## src/rtl/cross_bar_drr_scheduler_mx1.sv

```systemverilog
// Deficit-round-robin output scheduler for one crossbar output port.
// Shares a single AXI-Stream master among CHANNEL_NO input channels at
// packet granularity. Each visited channel is credited a quantum of beats.
// A head packet is forwarded only while the channel's deficit covers its
// advertised length. The channel is charged for the beats actually sent.

module cross_bar_drr_scheduler_mx1_chk #(
  parameter int CHANNEL_NO = 4
) (
  input logic                  aclk,
  input logic                  aresetn,
  input logic                  grant_active,
  input logic                  m_axis_tvalid,
  input logic [CHANNEL_NO-1:0] tready_vec
);

  // The output never shows a beat unless a packet is granted.
  a_idle_quiet: assert property (@(posedge aclk) disable iff (!aresetn)
    !grant_active |-> !m_axis_tvalid);

  // At most one input channel is ever offered tready.
  a_ready_onehot: assert property (@(posedge aclk) disable iff (!aresetn)
    $onehot0(tready_vec));

  // An input tready is only raised for the granted channel.
  a_ready_owner: assert property (@(posedge aclk) disable iff (!aresetn)
    (tready_vec != '0) |-> grant_active);

endmodule

module cross_bar_drr_scheduler_mx1 #(
  parameter int MSEL_WIDTH = 2,
  parameter int CHANNEL_NO = 2**MSEL_WIDTH,
  parameter int DATA_WIDTH = 32,
  parameter int CNT_WIDTH  = 16
) (
  input  logic                  aclk,
  input  logic                  aresetn,
  input  logic [DATA_WIDTH-1:0] s_axis_tdata  [CHANNEL_NO],
  input  logic                  s_axis_tvalid [CHANNEL_NO],
  input  logic                  s_axis_tlast  [CHANNEL_NO],
  input  logic [CNT_WIDTH-1:0]  s_axis_plen   [CHANNEL_NO],
  output logic                  s_axis_tready [CHANNEL_NO],
  input  logic [CNT_WIDTH-1:0]  quantum       [CHANNEL_NO],
  output logic [DATA_WIDTH-1:0] m_axis_tdata,
  output logic                  m_axis_tvalid,
  output logic                  m_axis_tlast,
  input  logic                  m_axis_tready,
  output logic [MSEL_WIDTH-1:0] grant_ch,
  output logic                  grant_active
);

  typedef enum logic [1:0] {
    ST_VISIT  = 2'd0,
    ST_CHECK  = 2'd1,
    ST_ACTIVE = 2'd2
  } state_t;

  localparam logic [CNT_WIDTH-1:0]  CNT_MAX  = {CNT_WIDTH{1'b1}};
  localparam logic [CNT_WIDTH-1:0]  CNT_ONE  = {{(CNT_WIDTH-1){1'b0}}, 1'b1};
  localparam logic [MSEL_WIDTH-1:0] PTR_ONE  = {{(MSEL_WIDTH-1){1'b0}}, 1'b1};
  localparam logic [MSEL_WIDTH-1:0] PTR_LAST = MSEL_WIDTH'(CHANNEL_NO - 1);

  // Credit a quantum, clamping at the counter ceiling instead of wrapping.
  function automatic logic [CNT_WIDTH-1:0] sat_add(
    input logic [CNT_WIDTH-1:0] a,
    input logic [CNT_WIDTH-1:0] b
  );
    logic [CNT_WIDTH:0] sum;
    sum = {1'b0, a} + {1'b0, b};
    if (sum[CNT_WIDTH]) begin
      sat_add = CNT_MAX;
    end else begin
      sat_add = sum[CNT_WIDTH-1:0];
    end
  endfunction

  // Charge beats_done+1 (the tlast beat is counted here) and floor at zero.
  function automatic logic [CNT_WIDTH-1:0] charge_floor(
    input logic [CNT_WIDTH-1:0] deficit,
    input logic [CNT_WIDTH-1:0] beats_done
  );
    logic [CNT_WIDTH:0] charge;
    charge = {1'b0, beats_done} + {{CNT_WIDTH{1'b0}}, 1'b1};
    if ({1'b0, deficit} > charge) begin
      charge_floor = deficit - charge[CNT_WIDTH-1:0];
    end else begin
      charge_floor = {CNT_WIDTH{1'b0}};
    end
  endfunction

  // Beat counter increment that sticks at its ceiling.
  function automatic logic [CNT_WIDTH-1:0] sat_inc(
    input logic [CNT_WIDTH-1:0] a
  );
    if (a == CNT_MAX) begin
      sat_inc = CNT_MAX;
    end else begin
      sat_inc = a + CNT_ONE;
    end
  endfunction

  state_t                state_r;
  state_t                state_nxt_s;
  logic [MSEL_WIDTH-1:0] ptr_r;
  logic [MSEL_WIDTH-1:0] ptr_nxt_s;
  logic [MSEL_WIDTH-1:0] ptr_inc_s;
  logic [CNT_WIDTH-1:0]  deficit_r [CHANNEL_NO];
  logic [CNT_WIDTH-1:0]  beats_r;
  logic [CNT_WIDTH-1:0]  beats_nxt_s;
  logic                  def_we_s;
  logic [CNT_WIDTH-1:0]  def_wdata_s;

  logic                  sel_valid_s;
  logic                  sel_last_s;
  logic [CNT_WIDTH-1:0]  sel_plen_s;
  logic [CNT_WIDTH-1:0]  sel_deficit_s;
  logic [CNT_WIDTH-1:0]  sel_quantum_s;
  logic [CNT_WIDTH-1:0]  eff_len_s;
  logic                  eligible_s;
  logic                  handshake_s;
  logic [CHANNEL_NO-1:0] tready_vec_s;

  // Pick out the pointed-to channel and derive eligibility and handshake.
  always_comb begin
    sel_valid_s   = s_axis_tvalid[ptr_r];
    sel_last_s    = s_axis_tlast[ptr_r];
    sel_plen_s    = s_axis_plen[ptr_r];
    sel_deficit_s = deficit_r[ptr_r];
    sel_quantum_s = quantum[ptr_r];
    // A zero-length advertisement still occupies at least one beat.
    eff_len_s     = (sel_plen_s == {CNT_WIDTH{1'b0}}) ? CNT_ONE : sel_plen_s;
    eligible_s    = sel_valid_s && (eff_len_s <= sel_deficit_s);
    handshake_s   = (state_r == ST_ACTIVE) && sel_valid_s && m_axis_tready;
    ptr_inc_s     = (ptr_r == PTR_LAST) ? {MSEL_WIDTH{1'b0}} : (ptr_r + PTR_ONE);
  end

  // Scheduler state register.
  always_ff @(posedge aclk or negedge aresetn) begin
    if (!aresetn) begin
      state_r <= ST_VISIT;
    end else begin
      state_r <= state_nxt_s;
    end
  end

  // Next-state logic: visit -> check -> forward, holding the packet lock until tlast.
  always_comb begin
    state_nxt_s = state_r;
    case (state_r)
      ST_VISIT: begin
        if (sel_valid_s) begin
          state_nxt_s = ST_CHECK;
        end else begin
          state_nxt_s = ST_VISIT;
        end
      end
      ST_CHECK: begin
        if (eligible_s) begin
          state_nxt_s = ST_ACTIVE;
        end else begin
          state_nxt_s = ST_VISIT;
        end
      end
      ST_ACTIVE: begin
        if (handshake_s && sel_last_s) begin
          state_nxt_s = ST_CHECK;
        end else begin
          state_nxt_s = ST_ACTIVE;
        end
      end
      default: begin
        state_nxt_s = ST_VISIT;
      end
    endcase
  end

  // Pointer, deficit and beat-counter updates that accompany each state.
  always_comb begin
    ptr_nxt_s   = ptr_r;
    beats_nxt_s = beats_r;
    def_we_s    = 1'b0;
    def_wdata_s = sel_deficit_s;
    case (state_r)
      ST_VISIT: begin
        def_we_s = 1'b1;
        if (sel_valid_s) begin
          def_wdata_s = sat_add(sel_deficit_s, sel_quantum_s);
        end else begin
          // An empty channel forfeits any banked credit.
          def_wdata_s = {CNT_WIDTH{1'b0}};
          ptr_nxt_s   = ptr_inc_s;
        end
      end
      ST_CHECK: begin
        if (eligible_s) begin
          beats_nxt_s = {CNT_WIDTH{1'b0}};
        end else begin
          // A too-long packet keeps its credit; an emptied queue loses it.
          if (!sel_valid_s) begin
            def_we_s    = 1'b1;
            def_wdata_s = {CNT_WIDTH{1'b0}};
          end else begin
            def_we_s    = 1'b0;
          end
          ptr_nxt_s = ptr_inc_s;
        end
      end
      ST_ACTIVE: begin
        if (handshake_s) begin
          beats_nxt_s = sat_inc(beats_r);
          if (sel_last_s) begin
            def_we_s    = 1'b1;
            def_wdata_s = charge_floor(sel_deficit_s, beats_r);
          end else begin
            def_we_s    = 1'b0;
          end
        end else begin
          beats_nxt_s = beats_r;
        end
      end
      default: begin
        ptr_nxt_s = ptr_r;
      end
    endcase
  end

  // Round-robin pointer and per-packet beat counter.
  always_ff @(posedge aclk or negedge aresetn) begin
    if (!aresetn) begin
      ptr_r   <= {MSEL_WIDTH{1'b0}};
      beats_r <= {CNT_WIDTH{1'b0}};
    end else begin
      ptr_r   <= ptr_nxt_s;
      beats_r <= beats_nxt_s;
    end
  end

  // Per-channel deficit counters; only the pointed-to entry is ever written.
  always_ff @(posedge aclk or negedge aresetn) begin
    if (!aresetn) begin
      for (int i = 0; i < CHANNEL_NO; i++) begin
        deficit_r[i] <= {CNT_WIDTH{1'b0}};
      end
    end else if (def_we_s) begin
      deficit_r[ptr_r] <= def_wdata_s;
    end
  end

  // Output mux: the granted channel drives the master only while forwarding.
  always_comb begin
    for (int i = 0; i < CHANNEL_NO; i++) begin
      s_axis_tready[i] = 1'b0;
      tready_vec_s[i]  = 1'b0;
    end
    if (state_r == ST_ACTIVE) begin
      m_axis_tdata  = s_axis_tdata[ptr_r];
      m_axis_tvalid = sel_valid_s;
      m_axis_tlast  = sel_last_s;
      for (int i = 0; i < CHANNEL_NO; i++) begin
        s_axis_tready[i] = (ptr_r == MSEL_WIDTH'(i)) && m_axis_tready;
        tready_vec_s[i]  = (ptr_r == MSEL_WIDTH'(i)) && m_axis_tready;
      end
    end else begin
      m_axis_tdata  = {DATA_WIDTH{1'b0}};
      m_axis_tvalid = 1'b0;
      m_axis_tlast  = 1'b0;
    end
    grant_ch     = ptr_r;
    grant_active = (state_r == ST_ACTIVE);
  end

  cross_bar_drr_scheduler_mx1_chk #(
    .CHANNEL_NO (CHANNEL_NO)
  ) u_chk (
    .aclk          (aclk),
    .aresetn       (aresetn),
    .grant_active  (grant_active),
    .m_axis_tvalid (m_axis_tvalid),
    .tready_vec    (tready_vec_s)
  );

endmodule

```

## config.mk

```make
export PLATFORM = sky130hd
export DESIGN_NAME = cross_bar_drr_scheduler_mx1
export DESIGN_NICKNAME = d
export VERILOG_FILES = /design/src/rtl/cross_bar_drr_scheduler_mx1.sv
export SDC_FILE = /design/constraint.sdc
export NUM_CORES = 1
export LEC_CHECK = 0
export CORE_MARGIN = 1.5
export CORE_UTILIZATION = 50
export CTS_BUF_LIST = sky130_fd_sc_hd__clkbuf_8
export CTS_CLUSTER_DIAMETER = 40
export DETAILED_ROUTE_END_ITERATION = 16
export DONT_BUFFER_PORTS = 1
export GPL_TIMING_DRIVEN = 1
export SETUP_SLACK_MARGIN = 0.3
export SLEW_MARGIN = 20
export SYNTH_ARGS = -nofsm -noshare
export SYNTH_HDL_FRONTEND = slang
export SYNTH_SLANG_ARGS = --single-unit
```

## constraint.sdc

```tcl
create_clock -name aclk -period 14.9 [get_ports aclk]
set_input_delay 2.98 -clock aclk [delete_from_list [all_inputs] [get_ports aclk]]
set_output_delay 2.98 -clock aclk [all_outputs]
set_load 0.01 [all_outputs]
```

Yosys cells after proc, flatten, opt, wreduce, memory -nomap -nowiden --
Index checks and enable logic that the tools add are counted.
Word-level totals: flip-flop bits (word level) 84, bits in latches 0, bits in writable memories 0, memory bits (read-only) 0, memories 0
Operators by class: add/sub/neg operators 5, multiply operators 0, divide/modulo/power cells 0, $lt $le $gt $ge 4, equal/unequal tests 10, shift-type cells 0, multiplexer cells 51, bitwise gates (word level) 1, reduce and logical (&&, ||, !) cells 16
Operators by type and width (number):
- 16-bit 2-to-1 mux | 18
- 16-bit binary-select mux with 2-bit select | 3
- 32-bit 2-to-1 mux | 3
- 32-bit binary-select mux with 2-bit select | 1
- 64-bit bitwise mux | 1
- 16-bit one-hot mux with 3 select lines | 1
- 16-bit demux with 2-bit select | 1
- 16-bit one-hot mux with 2 select lines | 1
- 16-bit by 1-bit adder with 17-bit output, second input constant | 1
- 16-bit by 16-bit adder with 17-bit output | 1
- 16-bit by 17-bit > comparator with 1-bit output | 1
- 16-bit by 1-bit adder with 16-bit output, second input constant | 1
- 16-bit == test, second input constant | 1
- 16-bit <= comparator | 1
- 16-bit zero test | 1
- 16-bit subtractor | 1
- 1-bit 2-to-1 mux | 11
- 2-bit 2-to-1 mux | 5
- 1-bit logical AND | 9
- 2-bit == test, second input constant | 3
- 2-bit != test, second input constant | 3
- 2-bit one-hot mux with 3 select lines | 1
- 3-bit AND reduction | 2
- 1-bit binary-select mux with 2-bit select | 2
- 11 further kinds | 14

Longest topological paths before layout --
Gate-level depths: netlist of run 1.
word-level depth 11, depth in mapped cells 17, gate-level depth less buffers 15

Worst setup path after synthesis of run 1 --
Ideal clock, no wire load.
kind in2out, from input port s_axis_tvalid[0] (netlist name), to output port m_axis_tvalid, data arrival time 3712 ps, required time 11920 ps, path slack 8208 ps, stages on the path 2, buffers on the path 0, path through mux4_2 > and2_1
Between the ends: cells in the longest elaborated chain, start to end 4
RTL lines:
- from (decl) | RTL line 40 | input logic s_axis_tvalid [CHANNEL_NO],
- 1-bit binary-select mux with 2-bit select | RTL line 126 | sel_valid_s = s_axis_tvalid[ptr_r];
- 1-bit 2-to-1 mux (implied by the code) (2 in a row) | RTL line 126
- 1-bit 2-to-1 mux | RTL line 256 | if (state_r == ST_ACTIVE) begin
- to (decl) | RTL line 46 | output logic m_axis_tvalid,
Every way passes these cells. The select of a mux whose other input is x is not followed.

Final worst setup path of run 1 --
Same ends and word-level chain as after synthesis.

==> impl_metrics.env, run 1 <==
export IMPL_cts_hold_buf=0
export IMPL_arrival_ns=3.77
export IMPL_max_stage_delay_ns=0.55
export IMPL_fin_nets=1142
export IMPL_place_ws_ns=8.13
export IMPL_criticalPathCategory="input pin to primary output"
export IMPL_critPathLaunchType="input pin"
export IMPL_end_kind="primary output"
export IMPL_wl_mm=27.8
export IMPL_cts_setup_buffers=0
export IMPL_holdPathEnd="deficit_r[17]$_DFFE_PN0P_"
export IMPL_ys_warnings_count=0
export IMPL_rsz0062_at_grt="false"
export IMPL_clockBufferDepth=2
export IMPL_detail_route_antenna_nets=0
export IMPL_synth_edf_count=0
export IMPL_clock_sinks=84
export IMPL_gp_congestion=1.08
export IMPL_layout_drive_gt1_share_pct=15.0
export IMPL_core_area_mm2=0.0159
export IMPL_worstSkewPairLatency_ns=0.38
export IMPL_grt_max_degree=85
export IMPL_synthArstFlopShare_pct=100
export IMPL_worst_slew_pin_slew_ns=1.10
export IMPL_netlist_area_mm2=0.00815
export IMPL_boundaryPins=308
export IMPL_num_vias=7120
export IMPL_cts_resized=0
export IMPL_finalCriticalPeriod_ns=6.75
export IMPL_place_detailed_hpwl_mm=22.3
export IMPL_track_usage_pct=32.5
export IMPL_grt_pass1_vias=6872
export IMPL_status="finished clean"
export IMPL_regToRegSetupSlack_ns=8.91
export IMPL_synth_top_cell_by_area="dfrtp_1"
export IMPL_skew_ns=0.0148
export IMPL_wl_per_cell_um=26.5
export IMPL_setup_viol=0
export IMPL_htree_levels=3
export IMPL_rr_worst_depth=13
export IMPL_drt_first_pass_iters=5
export IMPL_cp_slowest_cell="mux4_2"
export IMPL_synth_cell_types=65
export IMPL_drc=0
export IMPL_drtIter0Drc=623
export IMPL_max_cap_viol_count=0
export IMPL_grt_pass1_wl_mm=40.2
export IMPL_finalCritPeriodShare_pct=45.3
export IMPL_syn2layout_area_growth_pct=4.64
export IMPL_cp_depth=2
export IMPL_p_per_area_mw_per_mm2=324
export IMPL_cts_tree="done"
export IMPL_required_ns=11.92
export IMPL_synth_ff_type="dfrtp_1"
export IMPL_crit_chain="mux4_2 -> and2_1"
export IMPL_grt_overflow=0
export IMPL_fin_setup_tns_ns=0
export IMPL_min_path_cells=2
export IMPL_final_common_cell="nor2_1"
export IMPL_synth_avg_cell_area_um2=9.61
export IMPL_synth_seq_area_share_pct=25.8
export IMPL_report_final_slew_viol_count=0
export IMPL_final_core_util_pct=53.7
export IMPL_vdd_ir_drop_max_uv=126
export IMPL_antenna_found_initial=19
export IMPL_cts_root_buf="clkbuf_8"
export IMPL_ys_ff_latch=84
export IMPL_layout_common_cells="nor2_1 (98), a21oi_1 (90), mux4_2 (82), dfrtp_1 (82), ha_1 (56)"
export IMPL_ys_top_cells_by_area="dfrtp_1 (26%), mux4_2 (23%), ha_1 (8.7%), a21oi_1 (5.5%), nor2_1 (4.5%)"
export IMPL_r2r_end="deficit_r[61]$_DFFE_PN0P_"
export IMPL_synth_fp_nets=1174
export IMPL_hold_path_class="flip-flop to flip-flop"
export IMPL_io_buffers=0
export IMPL_cts_reportedPaths_clkPinSlew_ns=0.09
export IMPL_leakagePower_nw=3.37
export IMPL_num_rows=46
export IMPL_viasPerCell=6.79
export IMPL_synth_top_cell_area_share_pct=25.8
export IMPL_syn_inst=848
export IMPL_path_delay_family="multiplexers"
export IMPL_worstHoldStart="deficit_r[17]$_DFFE_PN0P_"
export IMPL_die_h_um=131
export IMPL_dieArea_mm2=0.0171
export IMPL_max_freq_mhz=148
export IMPL_crit_reg2reg_launch="grant_ch[0]$_DFFE_PN0P_"
export IMPL_slew_headroom_pct=26.7
export IMPL_fin_worst_hold_slack_ns=0.529
export IMPL_crit_fanout=7
export IMPL_finalHoldViolCount=0
export IMPL_cts_buffers=9
export IMPL_die_w_um=131
export IMPL_cp_buffers_inverters=0
export IMPL_start_util_pct=51.3
export IMPL_setup_ws_ns=8.15
-- report_power, final --
part / internal (mW) / switching [mW]
Sequential: 0.332 / 0.0917
Combinational: 0.895 / 1.27
Clock: 0.0787 / 0.0933
Total: 1.31 / 1.45
-- how the worst max path moves through the flow --
stage,endpoint,slack (ns),from
after floorplan,m_axis_tvalid,8.21,s_axis_tvalid[0]
after global placement,beats_r[9]$_DFFE_PN0P_,8.06,s_axis_plen[14]
after detailed placement,deficit_r[61]$_DFFE_PN0P_,8.13,quantum[0]
after CTS,m_axis_tvalid,8.15,s_axis_tvalid[0]
after global routing,m_axis_tvalid,8.13,s_axis_tvalid[0]
final,m_axis_tvalid,8.15,s_axis_tvalid[0]
-- worst register-to-register path: cells and delay by family, from the launching register on --
kind	cells	cell delay, ns
compound gates	6	2.46
simple gates	2	0.34
buf+inv	2	0.95
flops	1	0.84
fa+ha+maj	2	0.46
mux	1	0.79
-- sequential cells by signal, summed over array words and instances, names as in the netlist --
register,cells
deficit_r,64
beats_r,16
grant_ch,2
state_r,2
-- routing by layer --
metal	global-route usage (%)	share of wire, %	wire (um)	vias up
li1	-	-	-	3137
met1	42.2	40	11100	3507
met2	51.1	47	13100	394
met3	10.6	9.9	2770	68
met4	11.6	2.9	819	14
met5	0	0.34	95	-
-- Yosys cell counts, types with 8 or more instances --
library cell,number
and2_1,40
nand4_1,8
nor2_1,98
a211oi_1,10
and3_1,8
a21oi_1,90
a21o_1,14
xnor2_1,21
ha_1,57
nand3_1,21
clkbuf_1,36
xor2_1,13
dfrtp_1,84
mux4_2,82
nand2_1,43
nor2b_1,9
nor3_1,11
o21ai_0,31
inv_1,47
a31oi_1,20
-- layout make-up --
class	count	area (um2)
well taps	216	270
repair buffers	7	52.6
fillers	1455	7360
flip-flops and latches	84	2110
multi-input cells	666	5690
diodes	12	30.0
clock buffers	9	124
inverters	48	180
clock inverters	7	76.3
-- cell families (layout without fill, tap and decap cells) --
family	count (synthesis)	in the layout	synth area share, %
AO/OA/AOI/OAI	218	218	17.2
XOR/XNOR	34	34	3.65
adder cells (fa/ha/maj)	59	59	9.24
buffers and inverters	98	71	4.67
flip-flops	84	84	25.8
multiplexers	84	84	22.9
other	0	12	0
AND/OR/NAND/NOR	271	271	16.5
-- per-stage QoR --
stage / std cells / power, mW / area, um2
after floorplan: 848 / 2.05 / 8150
after global placement: 1021 / 2.48 / 8290
after detailed placement: 1021 / 2.55 / 8300
after CTS: 1037 / 2.73 / 8500
after global routing: 1047 / 2.99 / 8520
final: 1049 / 2.76 / 8530
Note: power is estimated with default switching activity, not from simulation.
==> inputs of run 2 (changes only) <==
==> constraint.sdc (replaced) <==
create_clock -name aclk -period 7 [get_ports aclk]
set_input_delay 1.4 -clock aclk [delete_from_list [all_inputs] [get_ports aclk]]
set_output_delay 1.4 -clock aclk [all_outputs]
set_load 0.01 [all_outputs]
==> impl_metrics.env, run 2 (synthesized netlist as in run 1, its figures left out) <==
export IMPL_status="finished clean"
export IMPL_grt_overflow=0
export IMPL_num_rows=46
export IMPL_gp_congestion=1.09
export IMPL_power_frac_clock_pct=6.6
export IMPL_grt_max_degree=85
export IMPL_p_switching_mw=3.15
export IMPL_holdPathEnd="deficit_r[45]$_DFFE_PN0P_"
export IMPL_max_freq_mhz=194
export IMPL_layout_drive_gt1_share_pct=15.4
export IMPL_core_area_mm2=0.0159
export IMPL_report_final_slew_viol_count=0
export IMPL_wl_mm=28.0
export IMPL_viasPerCell=6.64
export IMPL_min_path_cells=2
export IMPL_drc=0
export IMPL_cts_root_buf="clkbuf_8"
export IMPL_setup_viol=0
export IMPL_path_delay_family="simple AND/OR/NAND/NOR gates"
export IMPL_start_util_pct=51.3
export IMPL_crit_fanout=9
export IMPL_rsz0062_at_grt="false"
export IMPL_cts_buffers=9
export IMPL_drtIter0Drc=666
export IMPL_cts_reportedPaths_clkPinSlew_ns=0.10
export IMPL_critPathLaunchType="flip-flop"
export IMPL_rr_worst_depth=15
export IMPL_path_common_cell="nand2_1"
export IMPL_cts_hold_buf=0
export IMPL_cts_setup_buffers=0
export IMPL_leakagePower_nw=3.40
export IMPL_syn2layout_area_growth_pct=5.20
export IMPL_required_ns=7.23
export IMPL_largest_register="deficit_r"
export IMPL_grt_pass1_vias=6645
export IMPL_arrival_ns=5.39
export IMPL_cp_slowest_cell="a311oi_1"
export IMPL_dieArea_mm2=0.0171
export IMPL_fin_nets=1145
export IMPL_worstHoldStart="deficit_r[45]$_DFFE_PN0P_"
export IMPL_finalCritPeriodShare_pct=73.7
export IMPL_slew_headroom_pct=29.7
export IMPL_die_h_um=131
export IMPL_htree_levels=3
export IMPL_p_comb_share_pct=77.7
export IMPL_regToRegSetupSlack_ns=1.84
export IMPL_die_w_um=131
export IMPL_worstSkewPairLatency_ns=0.39
export IMPL_grt_pass1_wl_mm=40.1
export IMPL_cts_tree="done"
export IMPL_boundaryPins=308
export IMPL_drt_first_pass_iters=6
export IMPL_num_vias=7014
export IMPL_clock_sinks=84
export IMPL_worst_slew_pin_slew_ns=1.05
export IMPL_reg_largest_list="deficit_r x64, beats_r x16"
export IMPL_fill_cells=1492
export IMPL_cp_startpoint="beats_r[2]$_DFFE_PN0P_"
export IMPL_cp_buffers_inverters=1
export IMPL_place_detailed_hpwl_mm=22.2
export IMPL_final_common_cell="nor2_1"
export IMPL_io_buffers=0
export IMPL_end_kind="flip-flop"
export IMPL_fin_setup_tns_ns=0
export IMPL_crit_reg2reg_launch="beats_r[2]$_DFFE_PN0P_"
export IMPL_r2r_end="deficit_r[39]$_DFFE_PN0P_"
export IMPL_cts_resized=0
export IMPL_dpl_cell_count=1024
export IMPL_crit_chain="nand3_1 -> nor3_1 -> nand2_1 -> nor2_1 -> nand2_1 -> xor2_1 -> ha_1 -> nand2_1 -> or4_1 -> nor4_1 -> or4_1 -> or3b_1 -> inv_2 -> a311oi_1 -> a21oi_1"
export IMPL_p_per_area_mw_per_mm2=695
export IMPL_skew_ns=0.0152
export IMPL_vdd_ir_drop_max_uv=330
export IMPL_clockBufferDepth=2
export IMPL_hold_path_class="flip-flop to flip-flop"
export IMPL_largest_reg_flops=64
export IMPL_max_stage_delay_ns=0.81
export IMPL_max_cap_viol_count=0
export IMPL_stdcell_count=1056
export IMPL_detail_route_antenna_nets=0
export IMPL_antenna_found_initial=22
export IMPL_swShare_pct=53.0
export IMPL_p_seq_share_pct=15.7
export IMPL_finalCriticalPeriod_ns=5.16
export IMPL_track_usage_pct=32.6
export IMPL_finalHoldViolCount=0
export IMPL_p_int_mw=2.80
export IMPL_layout_common_cells="nor2_1 (98), a21oi_1 (90), mux4_2 (82), dfrtp_1 (82), ha_1 (56)"
export IMPL_power_mw=5.96
export IMPL_wl_per_cell_um=26.5
export IMPL_criticalPathCategory="flip-flop to flip-flop"
run 2: cell count changes in the layout (fill, tap and decap cells not counted):
cell        before  now
diode_2         12   16
buf_4            7   10
clkbuf_8         9   10
inv_8            0    1
clkinvlp_4       1    0
inv_1           48   47
run 2: worst max path at each step:
stage	end	slack (ns)	depth (start not counted)
after global placement	beats_r[14]$_DFFE_PN0P_	1.67	11
after CTS	deficit_r[23]$_DFFE_PN0P_	1.86	10
after detailed placement	deficit_r[61]$_DFFE_PN0P_	1.87	12
after floorplan	deficit_r[13]$_DFFE_PN0P_	2.13	17
final	deficit_r[39]$_DFFE_PN0P_	1.84	15
after global routing	deficit_r[61]$_DFFE_PN0P_	1.42	12
run 2: stage by stage:
step           hold WS (ns)  setup WS (ns)  cell area [um2]  util [%]
3_3_place_gp          0.501           1.67             8310      52.3
3_5_place_dp          0.516           1.87             8320      52.4
6_report              0.533           1.84             8580      54.0
4_1_cts               0.537           1.86             8540      53.7
2_1_floorplan         0.490           2.13             8150         -
5_1_grt               0.550           1.42             8570      53.9
run 2: layer usage:
layer	up-vias	routed length (um)	part of all wire, %	track usage (%)
li1	3144	-	-	-
met1	3435	11600	41	43.6
met2	382	13000	46	50.4
met3	45	2810	10	11.0
met4	8	564	2.0	9.18
met5	-	52	0.19	3.24
run 2: area by class of cell:
cell class	instances	area, um2	share of cell area, %
Inverter	48	180	2.10
Multi-Input combinational cell	666	5690	66.3
Sequential cell	84	2110	24.6
Clock buffer	10	138	1.60
Antenna cell	16	40.0	0.467
Timing Repair Buffer	10	75.1	0.875
Tap cell	216	270	3.15
Clock inverter	6	76.3	0.890
run 2: power by group through the flow:
stage,Sequential (mW),Combinational (mW),Clock (mW)
6_report,0.936,4.63,0.393
5_1_grt,0.978,5.06,0.419
4_1_cts,0.944,4.57,0.397
3_5_place_dp,0.956,4.54,0
3_3_place_gp,0.941,4.50,0
2_1_floorplan,0.791,3.57,0
run 2: worst reg2reg max path, stage by stage (launching register included):
cell and delay, ns:
dfrtp_1 0.44, nand3_1 0.21, nor3_1 0.41, nand2_1 0.21
nor2_1 0.35, nand2_1 0.17, xor2_1 0.18, ha_1 0.38
nand2_1 0.11, or4_1 0.49, nor4_1 0.30, or4_1 0.16
or3b_1 0.44, inv_2 0.19, a311oi_1 0.81, a21oi_1 0.16
